===== config.mk =====
export PLATFORM = sky130hd
export DESIGN_NAME = reset_sequencer
export DESIGN_NICKNAME = d
export VERILOG_FILES = /design/src/rtl/reset_sequencer_pkg.sv /design/src/rtl/reset_sequencer.sv
export SDC_FILE = /design/constraint.sdc
export NUM_CORES = 1
export LEC_CHECK = 0
export CAP_MARGIN = 20
export CORE_ASPECT_RATIO = 0.8
export CORE_UTILIZATION = 50
export CTS_CLUSTER_DIAMETER = 60
export CTS_CLUSTER_SIZE = 8
export DETAILED_ROUTE_END_ITERATION = 12
export PLACE_DENSITY = 0.8
export SETUP_SLACK_MARGIN = 0.3
export SYNTH_ARGS = -nofsm -noshare
export SYNTH_HDL_FRONTEND = slang
export SYNTH_SLANG_ARGS = --single-unit

===== constraint.sdc =====
create_clock -name clk -period 7.6 [get_ports clk]
set_input_delay 1.9 -clock clk [delete_from_list [all_inputs] [get_ports clk]]
set_output_delay 1.9 -clock clk [all_outputs]
set_load 0.02 [all_outputs]

===== src/rtl/reset_sequencer_pkg.sv =====
`default_nettype none
// ============================================================================
// Module      : reset_sequencer_pkg
// Description : Shared types and sizing helpers for the reset sequencer.
// Revision    : 1.0 - initial release
// ============================================================================
package reset_sequencer_pkg;

    // Sequencer phases: hold all resets, wait for a stage's ready, gap before
    // the next release, and fully released.
    typedef enum logic [1:0] {
        ST_HOLD = 2'd0,
        ST_WAIT = 2'd1,
        ST_GAP  = 2'd2,
        ST_DONE = 2'd3
    } seq_state_t;

    // Width of the single shared counter. It only ever holds values up to
    // (longest interval - 1), so $clog2 of the longest interval suffices.
    function automatic int count_width(input int hold_c,
                                       input int step_c,
                                       input int timeout_c);
        int longest;
        longest = hold_c;
        if (step_c > longest)    longest = step_c;
        if (timeout_c > longest) longest = timeout_c;
        return (longest > 1) ? $clog2(longest) : 1;
    endfunction

    // Width of a stage index (and of the fault_stage output).
    function automatic int index_width(input int stages);
        return (stages > 1) ? $clog2(stages) : 1;
    endfunction

endpackage : reset_sequencer_pkg
`default_nettype wire


===== src/rtl/reset_sequencer.sv =====
`default_nettype none
// ============================================================================
// Module      : reset_sequencer
// Description : Ordered reset-release sequencer for STAGES downstream
//               domains. All outputs assert together, are held for
//               HOLD_CYCLES, then released one by one, each release gated on
//               the previous domain reporting ready. A stuck domain triggers
//               an automatic retry and raises a sticky timeout flag.
// Revision    : 1.0 - initial release
// ============================================================================
module reset_sequencer
    import reset_sequencer_pkg::*;
#(
    parameter int   STAGES         = 3,
    parameter int   HOLD_CYCLES    = 16,
    parameter int   STEP_CYCLES    = 8,
    parameter int   TIMEOUT_CYCLES = 1024,
    parameter logic ACTIVE_LEVEL   = 1'b1
) (
    input  logic                                        reset,
    input  logic                                        clk,
    input  logic                                        req,
    input  logic [STAGES-1:0]                           ready,
    output logic [STAGES-1:0]                           rst_out,
    output logic                                        busy,
    output logic                                        done,
    output logic                                        timeout,
    output logic [(STAGES>1 ? $clog2(STAGES) : 1)-1:0]  fault_stage
);

    localparam int CW = count_width(HOLD_CYCLES, STEP_CYCLES, TIMEOUT_CYCLES);
    localparam int IW = index_width(STAGES);

    localparam logic [CW-1:0] HOLD_LAST    = CW'(HOLD_CYCLES - 1);
    localparam logic [CW-1:0] STEP_LAST    = CW'(STEP_CYCLES - 1);
    localparam logic [CW-1:0] TIMEOUT_LAST = CW'(TIMEOUT_CYCLES - 1);
    localparam logic [IW-1:0] LAST_STAGE   = IW'(STAGES - 1);

    localparam logic [STAGES-1:0] ALL_ASSERTED = {STAGES{ACTIVE_LEVEL}};

    // ------------------------------------------------------------------------
    // State
    // ------------------------------------------------------------------------
    seq_state_t         state;
    logic [CW-1:0]      count;
    logic [IW-1:0]      stage;

    seq_state_t         state_nxt;
    logic [CW-1:0]      count_nxt;
    logic [IW-1:0]      stage_nxt;
    logic [STAGES-1:0]  rst_out_nxt;
    logic               busy_nxt;
    logic               done_nxt;
    logic               timeout_nxt;
    logic [IW-1:0]      fault_stage_nxt;

    logic [STAGES-1:0]  confirmed;
    logic               confirmed_drop;
    logic               cur_ready;
    logic [IW-1:0]      next_stage;

    assign next_stage = stage + 1'b1;

    // Stages whose ready has already been accepted; losing any of them
    // invalidates the whole sequence. Stages not yet released are ignored.
    always_comb begin
        confirmed = '0;
        for (int j = 0; j < STAGES; j++) begin
            case (state)
                ST_WAIT,
                ST_GAP:  confirmed[j] = (IW'(j) < stage);
                ST_DONE: confirmed[j] = 1'b1;
                default: confirmed[j] = 1'b0;
            endcase
        end
    end

    assign confirmed_drop = |(confirmed & ~ready);

    // Ready bit of the stage currently being waited on.
    always_comb begin
        cur_ready = 1'b0;
        for (int j = 0; j < STAGES; j++) begin
            if (IW'(j) == stage) begin
                cur_ready = ready[j];
            end
        end
    end

    // Next-state logic: progress through HOLD/WAIT/GAP/DONE, with restart
    // taking effect on the same edge as its trigger.
    always_comb begin
        logic restart;

        state_nxt       = state;
        count_nxt       = count;
        stage_nxt       = stage;
        rst_out_nxt     = rst_out;
        busy_nxt        = busy;
        done_nxt        = done;
        timeout_nxt     = timeout;
        fault_stage_nxt = fault_stage;
        restart         = 1'b0;

        if (req) begin
            // Explicit request wins over everything and clears the history.
            restart         = 1'b1;
            timeout_nxt     = 1'b0;
            fault_stage_nxt = '0;
        end else begin
            case (state)
                ST_HOLD: begin
                    if (count == HOLD_LAST) begin
                        rst_out_nxt[0] = ~ACTIVE_LEVEL;
                        stage_nxt      = '0;
                        count_nxt      = '0;
                        state_nxt      = ST_WAIT;
                    end else begin
                        count_nxt = count + 1'b1;
                    end
                end

                ST_WAIT: begin
                    if (!cur_ready && count == TIMEOUT_LAST) begin
                        // Timeout outranks a simultaneous confirmed drop so
                        // the flag records the stuck stage.
                        restart         = 1'b1;
                        timeout_nxt     = 1'b1;
                        fault_stage_nxt = stage;
                    end else if (confirmed_drop) begin
                        restart = 1'b1;
                    end else if (cur_ready) begin
                        count_nxt = '0;
                        if (stage == LAST_STAGE) begin
                            state_nxt = ST_DONE;
                            done_nxt  = 1'b1;
                            busy_nxt  = 1'b0;
                        end else begin
                            state_nxt = ST_GAP;
                        end
                    end else begin
                        count_nxt = count + 1'b1;
                    end
                end

                ST_GAP: begin
                    if (confirmed_drop) begin
                        restart = 1'b1;
                    end else if (count == STEP_LAST) begin
                        for (int j = 0; j < STAGES; j++) begin
                            if (IW'(j) == next_stage) begin
                                rst_out_nxt[j] = ~ACTIVE_LEVEL;
                            end
                        end
                        stage_nxt = next_stage;
                        count_nxt = '0;
                        state_nxt = ST_WAIT;
                    end else begin
                        count_nxt = count + 1'b1;
                    end
                end

                ST_DONE: begin
                    if (confirmed_drop) begin
                        restart = 1'b1;
                    end
                end

                default: begin
                    restart = 1'b1;
                end
            endcase
        end

        if (restart) begin
            rst_out_nxt = ALL_ASSERTED;
            done_nxt    = 1'b0;
            busy_nxt    = 1'b1;
            count_nxt   = '0;
            stage_nxt   = '0;
            state_nxt   = ST_HOLD;
        end
    end

    // Register every output; async reset forces all domains into reset
    // without needing a running clock.
    always_ff @(posedge clk or posedge reset) begin
        if (reset) begin
            state       <= ST_HOLD;
            count       <= '0;
            stage       <= '0;
            rst_out     <= ALL_ASSERTED;
            busy        <= 1'b1;
            done        <= 1'b0;
            timeout     <= 1'b0;
            fault_stage <= '0;
        end else begin
            state       <= state_nxt;
            count       <= count_nxt;
            stage       <= stage_nxt;
            rst_out     <= rst_out_nxt;
            busy        <= busy_nxt;
            done        <= done_nxt;
            timeout     <= timeout_nxt;
            fault_stage <= fault_stage_nxt;
        end
    end

endmodule : reset_sequencer
`default_nettype wire


# --- After elaboration in Yosys (flattened, before gate mapping) ---
# Index checks and enable logic that the tools add are counted.
# Widths: inputs -> output; s select.
classes:
  addsub: 2
  magnitude_cmp: 3
  n_eq_ne: 21
  n_mux: 65
  n_bitwise: 2
  reduce_logical: 27
ops:
  columns: ["op", "count"]
  rows:
  - ["$mux 10", 8]
  - ["$mux 2", 17]
  - ["$pmux 10 s3", 1]
  - ["$mux 1", 28]
  - ["$ne 3x3->1 const B", 7]
  - ["$reduce_and 5->1", 4]
  - ["$reduce_bool 2->1", 9]
  - ["$mux 3", 4]
  - ["$reduce_and 6->1", 2]
  - ["$add 10x1->10 const B", 1]
  - ["$eq 10x10->1 const B", 1]
  - ["$eq 10x3->1 const B", 1]
  - ["$eq 10x4->1 const B", 1]
  - ["$pmux 1 s2", 5]
  - ["$reduce_and 8->1", 1]
  - ["$eq 2x2->1 const B", 3]
  - ["$logic_not 2->1", 3]
  - ["$ne 2x1->1 const B", 3]
  - ["$pmux 2 s3", 1]
  - ["$eq 1x2->1 const A", 2]
  - ["$eq 2x2->1 const A", 2]
  - ["$lt 1x2->1 const A", 2]
  - ["$pmux 2 s2", 1]
  - ["$reduce_bool 4->1", 1]
  - ["other kinds (11)", 12]
word_totals:
  regBits: 22
  input_bits: 6

# --- Logic depth before layout (Yosys ltp) ---
# Gate-level depths: netlist of the first run.
logic_depth:
  depth_word: 11
  mapped_depth: 10

# --- Least setup slack after synthesis of the first run ---
# Ideal clock, no wire load.
synth_timing:
  kind: "input port to flip-flop"
  startpoint: "in ready[0]"
  endpoint: "reg count[4]"
  t_arrival_ns: 3.342
  t_required_ns: 7.471
  slack_ns: 4.129
  stages: 8
  path_cell_list: "nand4bb_1 > o2111ai_2 > or3_1 > clkbuf_1 > o211a_1 > buf_2 > a32oi_1 > o31ai_1"
synth_between:
  elab_chain_cells: 10
synth_lines:
  columns: ["element", "line_no", "text"]
  rows:
  - ["start, declared", "reset_sequencer.sv:23", "input logic [STAGES-1:0] ready,"]
  - ["$mux 1 (3 in series)", "reset_sequencer.sv:84", "if (IW'(j) == stage) begin"]
  - ["$logic_not 1->1", "reset_sequencer.sv:124", "if (!cur_ready && count == TIMEOUT_LAST) begin"]
  - ["$logic_and 1x1->1", "reset_sequencer.sv:124", null]
  - ["$mux 1", "reset_sequencer.sv:124", null]
  - ["$pmux 1 s2", "reset_sequencer.sv:111", "case (state)"]
  - ["$mux 1", "reset_sequencer.sv:105", "if (req) begin"]
  - ["$ne 3x3->1 (no source line), or another cell as far along", null, null]
  - ["$reduce_and 5->1 (no source line)", null, null]
  - ["end signal, assigned", "reset_sequencer.sv:199", "count <= count_nxt;"]
  - ["end, declared", "reset_sequencer.sv:45", "logic [CW-1:0] count;"]
# Several ways; a longest one is shown, not always the timed one. The select of a mux whose other input is x is not followed.
# A chain may end at the register's enable or synchronous reset.

# --- Worst setup path after layout of the first run ---
layout_timing:
  startpoint: "in ready[1]"
  endpoint: "reg count[5]"
layout_between:
  elab_chain_cells: 9
layout_lines:
  columns: ["element", "line_no"]
  rows:
  - ["$not 3->3 / $mux 1 (equally long branches)", "reset_sequencer.sv:78, reset_sequencer.sv:84"]
  - ["$and 3x3->3 / $mux 1 (equally long branches)", "reset_sequencer.sv:78, reset_sequencer.sv:84"]
  - ["$reduce_or 3->1 / $logic_not 1->1 (equally long branches)", "reset_sequencer.sv:78, reset_sequencer.sv:124"]
  - ["$mux 1 / $logic_and 1x1->1 (equally long branches)", null]
  - ["$mux 1", "reset_sequencer.sv:124"]
  - ["$pmux 1 s2", "reset_sequencer.sv:111"]
  - ["$mux 1", "reset_sequencer.sv:105"]
  - ["$ne 3x3->1 (no source line), or another cell as far along", null]
  - ["$reduce_and 5->1 (no source line)", null]
# Several ways; a longest one is shown, not always the timed one. The select of a mux whose other input is x is not followed.

==> impl_results.md, run 1 <==
- Cells after Synth: 167
- Pre-CTS setup slack: 3190 ps
- Power Dens Cells: 117 nW/um^2
- Worst vdd ir: 0.000119 V
- Flop pwr share: 0.633
- Combinational power share: 0.068
- Resize count post-CTS: 0
- WP data required: 7820 ps
- Pleak: 0.000662 uW
- Critical path fanouts, max: 22
- Mean Syn Cell Area: 8.71 sq um
- Die Footprint: 3130 sq um
- Placed Cells: 210
- # hold bufs at CTS: 0
- Fraction of layout cells with a size suffix above 1: 0.0682
- Initial antenna violation count: 0
- DRT Wirelength: 3240 um
- Chip width: 62.3 um
- Post-synthesis net count: 183
- Final Critical Period: 4120 ps
- Reg clk slew, reported paths: 130 ps
- Synth area leaders: dfrtp_1 (31%), ha_1 (8.6%), dfstp_2 (7.2%), nand2_1 (4.6%), nand3_1 (3.8%)
- Total global routing overflow: 0
- DRT iter0 DRCs: 69
- Largest net degree at the start of global routing: 23
- Gpl congestion: 0.811
- Antenna Cells: 0
- P&R area growth vs syn: 11.3%
- Vias: 1298
- Fin crit share: 0.542
- Final setup TNS: 0 ps
- Async S/R FF share, synth: 1.00
- Peak Freq: 243 MHz
- Final WS setup: 3480 ps
- Vias in the first global route: 1184
- Synth Warn #: 0
- Final clock skew: 9.73 ps
- Hold Fails Final Rpt: 0
- DRC viols: 0
- CP Capture Type: flip-flop
- Hold Path Class: flip-flop to flip-flop
- CTS Root Cell: clkbuf_4
- Most frequent cells in the layout: nand2_1 (18), dfrtp_1 (18), clkdlybuf4s50_1 (13), nand3_1 (11), inv_1 (11)
- Total GRT Usage: 0.223
- Multi-input combinational cell area: 820 sq um
- Finished Layout Cells: 214
- Clock group share of total power: 0.299
- Setup CP Type: input pin to flip-flop
- Max transition margin: 0.430
- Port bufs: 13
- Sequential cell area: 556 sq um
- Internal power: 144 uW
- Max Cap Viol: 0
- Core footprint: 2770 sq um
- Total Nets Final: 193
- Initial Util: 0.526
- First drt pass iteration count: 4
- Die height: 50.3 um
- Worst skew pair latency: 310 ps
- H-tree depth: 1
- Sink Count: 22
- Sequential share of the synthesized area: 0.382
- Worst setup SP type: input pin
- Via density: 6.07
- First-pass GRT wire length: 5440 um
- Setup bufs post-CTS: 0
- Switch share: 0.241
- RSZ-0062 raised after global routing: false
- Post-DP HPWL: 2340 um
- Crit path DAT: 4340 ps
- Row Count: 17
- CTS Buffer Depth: 2
- FILL cells: 256
- Psw: 45.7 uW
- Dominant synthesized flop cell: dfrtp_1
- CTS tree: done
- Synth cell types: 42
- Synth area leader: dfrtp_1
- Setup-failing EPs final: 0
- Wire length per cell: 15.1 um
- Final Slew Violations: 0
- EDFF count, synth: 0
- Yosys top cell area share: 0.310
- Antenna Nets Post-Route: 0
- Synthesized cell area: 1460 sq um
- Status: completed
- Seq cells post-synth: 22
- Slew @ Worst Pin: 855 ps
- Number of CTS-inserted buffers: 3
- I/O Pins: 14
## layer usage
layer / share of wire / vias up / global-route usage / routed length (um)
li1: - / 631 / - / -
met1: 0.49 / 614 / 0.302 / 1570
met2: 0.45 / 49 / 0.363 / 1440
met3: 0.060 / 4 / 0.0523 / 195
met4: 0.0080 / 0 / 0.0543 / 26
met5: 0 / - / 0 / 0
## critical path, cell delays in order
cell             delay, ps
clkdlybuf4s50_1        510
nand2_1                 80
o2111ai_2              260
or3_1                  280
o211a_1                590
nand4_1                380
o31ai_1                330
## cell usage after synthesis (all sizes together) (3+ instances only)
cell and count:
or3 5, or2 4, o21ai 7, nand2 18
a31oi 3, nor3 3, o31ai 6, a22oi 4
inv 11, nand3 11, clkbuf 6, nor2b 5
and3 6, a21oi 8, ha 10, dfrtp 18
dfstp 4, nand4 5, nor2 9
## stage by stage
step | cell area (sq um) | total power, uW | hold slack [ps] | utilization
after floorplan | 1460 | 130 | 475 | -
after global placement | 1590 | 134 | 455 | 0.576
after detailed placement | 1590 | 135 | 453 | 0.576
after CTS | 1620 | 192 | 473 | 0.586
after global routing | 1620 | 199 | 486 | 0.586
final | 1620 | 190 | 469 | 0.586
## final cells by class
type / instances / share of cell area
flip-flops and latches: 22 / 0.343
repair buffers: 13 / 0.0803
well taps: 38 / 0.0293
clock buffers: 4 / 0.0162
inverters: 11 / 0.0255
multi-input cells: 126 / 0.506
## worst paths after layout
check | startpoint | endpoint | slack (ps) | cells past startpoint
min reg2reg | busy | busy | 470 | 2
min in group asynchronous | reset | count[9] | 2050 | 2
max reg2reg | stage[1] | count[5] | 4670 | 8
max in group asynchronous | reset | stage[0] | 5020 | 2
max | ready[1] | count[5] | 3480 | 7
min | busy | busy | 470 | 2
## state kept, by name, summed over array words and instances (netlist names)
register	flops
done	1
state	2
stage	2
count	10
timeout	1
fault_stage	2
rst_out	3
busy	1
## power groups by stage
stage               Combinational, uW  Clock (uW)  Sequential, uW
floorplan                        7.76           0             122
global placement                 12.3           0             122
detailed placement               13.0           0             122
CTS                              13.0        58.7             120
global route                     14.6        64.2             120
finish                           12.9        56.6             120
## kinds of logic after synthesis
group | synth area share
AND/OR/NAND/NOR | 0.278
AO/OA/AOI/OAI | 0.199
flip-flops | 0.382
buffers and inverters | 0.0550
adder cells (fa/ha/maj) | 0.0860
(Power assumes the default switching activity.)
==> run 2: changes to the inputs <==
--- a/config.mk
+++ b/config.mk
@@ -11,7 +11,7 @@
 export CTS_CLUSTER_DIAMETER = 60
 export CTS_CLUSTER_SIZE = 8
 export DETAILED_ROUTE_END_ITERATION = 12
-export PLACE_DENSITY = 0.8
+export PLACE_DENSITY = 0.83
 export SETUP_SLACK_MARGIN = 0.3
 export SYNTH_ARGS = -nofsm -noshare
 export SYNTH_HDL_FRONTEND = slang
==> constraint.sdc (replaced) <==
create_clock -name clk -period 3.5 [get_ports clk]
set_input_delay 0.875 -clock clk [delete_from_list [all_inputs] [get_ports clk]]
set_output_delay 0.875 -clock clk [all_outputs]
set_load 0.02 [all_outputs]
==> impl_results.md, run 2 (synthesized netlist as in run 1, its figures left out) <==
- Status: completed
- Combinational power share: 0.067
- Vias: 1326
- First-pass GRT wire length: 5900 um
- Setup bufs post-CTS: 0
- Family with the most delay on the worst path: compound AO/OA/AOI/OAI gates
- Max reg flops: 10
- Clock group share of total power: 0.329
- Antenna Cells: 0
- GR Util met1: 0.298
- Fin crit share: 0.825
- Fraction of layout cells with a size suffix above 1: 0.0843
- Most Crowded Layer GR: met2
- Number of CTS-inserted buffers: 3
- CTS Root Cell: clkbuf_4
- Cell area after layout: 1650 sq um
- DRT Wirelength: 3340 um
- Flop pwr share: 0.604
- Wire length per cell: 15.5 um
- Die Footprint: 3130 sq um
- Top Registers: count x10, rst_out x3
- Antenna Nets Post-Route: 0
- Critical path fanouts, max: 13
- Initial antenna violation count: 0
- DP Area: 1610 sq um
- Met3 Use GR: 0.0432
- Setup-failing EPs final: 0
- Port bufs: 13
- Most frequent cells in the layout: nand2_1 (18), dfrtp_1 (18), clkdlybuf4s50_1 (13), nand3_1 (11), inv_1 (11)
- Max transition margin: 0.449
- CTS Buffer Depth: 2
- Final Critical Period: 2890 ps
- DRT iter0 DRCs: 51
- CP Capture Type: flip-flop
- RSZ-0062 raised after global routing: false
- Die height: 50.3 um
- Chip width: 62.3 um
- Core footprint: 2770 sq um
- I/O Pins: 14
- Slowest cell delay on critical path: 520 ps
- Setup CP Type: input pin to flip-flop
- Total GRT Usage: 0.243
- DRC viols: 0
- Post-DP HPWL: 2510 um
- P&R area growth vs syn: 13.1%
- Resize count post-CTS: 0
- Reg clk slew, reported paths: 130 ps
- Largest net degree at the start of global routing: 23
- Switch share: 0.231
- Initial Util: 0.526
- WP data required: 3720 ps
- Worst vdd ir: 0.000218 V
- Max Cap Viol: 0
- # hold bufs at CTS: 0
- Psw: 99.6 uW
- Hold Fails Final Rpt: 0
- Row Count: 17
- Hold Path Class: flip-flop to flip-flop
- Internal power: 332 uW
- Final WS setup: 613 ps
- Pleak: 0.000679 uW
- Crit path cell chain: clkdlybuf4s50_1, nand2_1, o2111ai_2, or3_1, o211a_1, nand4_1, o31ai_1
- Crit path buf inv count: 1
- Sink Count: 22
- Final setup TNS: 0 ps
- Worst skew pair latency: 310 ps
- Power Dens Cells: 263 nW/um^2
- Slowest-stage cell, CP: clkdlybuf4s50_1
- Via density: 6.14
- Final clock skew: 8.22 ps
- Pre-CTS setup slack: 265 ps
- Peak Freq: 346 MHz
- H-tree depth: 1
- Crit path DAT: 3110 ps
- Slew @ Worst Pin: 825 ps
- CTS tree: done
- First drt pass iteration count: 4
- Total global routing overflow: 0
- Worst setup SP type: input pin
- Final Slew Violations: 0
- Gpl congestion: 0.856
- Largest Register: count
- Total Nets Final: 195
- Vias in the first global route: 1283
- GRT met2 Usage: 0.451
## run 2: changes by cell type in the layout (fill, tap and decap cells not counted)
cell,delta
buf_4,+2
clkbuf_8,+1
clkbuf_1,-1
## run 2: worst paths after layout
kind	startpoint	to	slack, ps	depth (start not counted)
worst max-delay path	ready[1]	count[5]	610	7
worst min-delay path	busy	busy	470	2
worst max register to register	stage[0]	rst_out[2]	710	9
worst min register to register	busy	busy	470	2
max in group asynchronous	reset	count[5]	1980	2
min in group asynchronous	reset	count[8]	1010	2
## run 2: per-layer routing
metal | vias up | share of wire
met2 | 40 | 0.50
met1 | 643 | 0.45
met5 | - | 0
met4 | 0 | 0.013
li1 | 637 | -
met3 | 6 | 0.043
## run 2: power groups by stage
stage               logic (uW)  clock network (uW)  registers (uW)
floorplan                 16.8                   0             264
global placement          27.4                   0             265
detailed placement        29.2                   0             266
CTS                       29.5                 145             261
global route              33.6                 157             261
finish                    28.9                 142             261
## run 2: cell type report
type	instances	area, sq um
fillers	261	1120
multi-input cells	126	820
flip-flops and latches	22	556
repair buffers	15	145
well taps	38	47.5
inverters	11	41.3
clock buffers	4	36.3
## run 2: worst reg2reg max path, stage by stage (launching register included)
cell and delay (ps):
dfrtp_1 430, inv_1 200, ha_1 280, nand4bb_1 170
o2111ai_2 190, or3_1 530, o211a_1 410, buf_4 250
nor2b_1 130, a21oi_1 130
## run 2: through the flow
step | hold slack (ps) | power, uW | cells | utilization
finish | 473 | 432 | 216 | 0.595
global placement | 451 | 292 | 212 | 0.582
CTS | 475 | 435 | 216 | 0.595
floorplan | 475 | 281 | 167 | -
global route | 501 | 452 | 216 | 0.595
detailed placement | 455 | 295 | 212 | 0.582
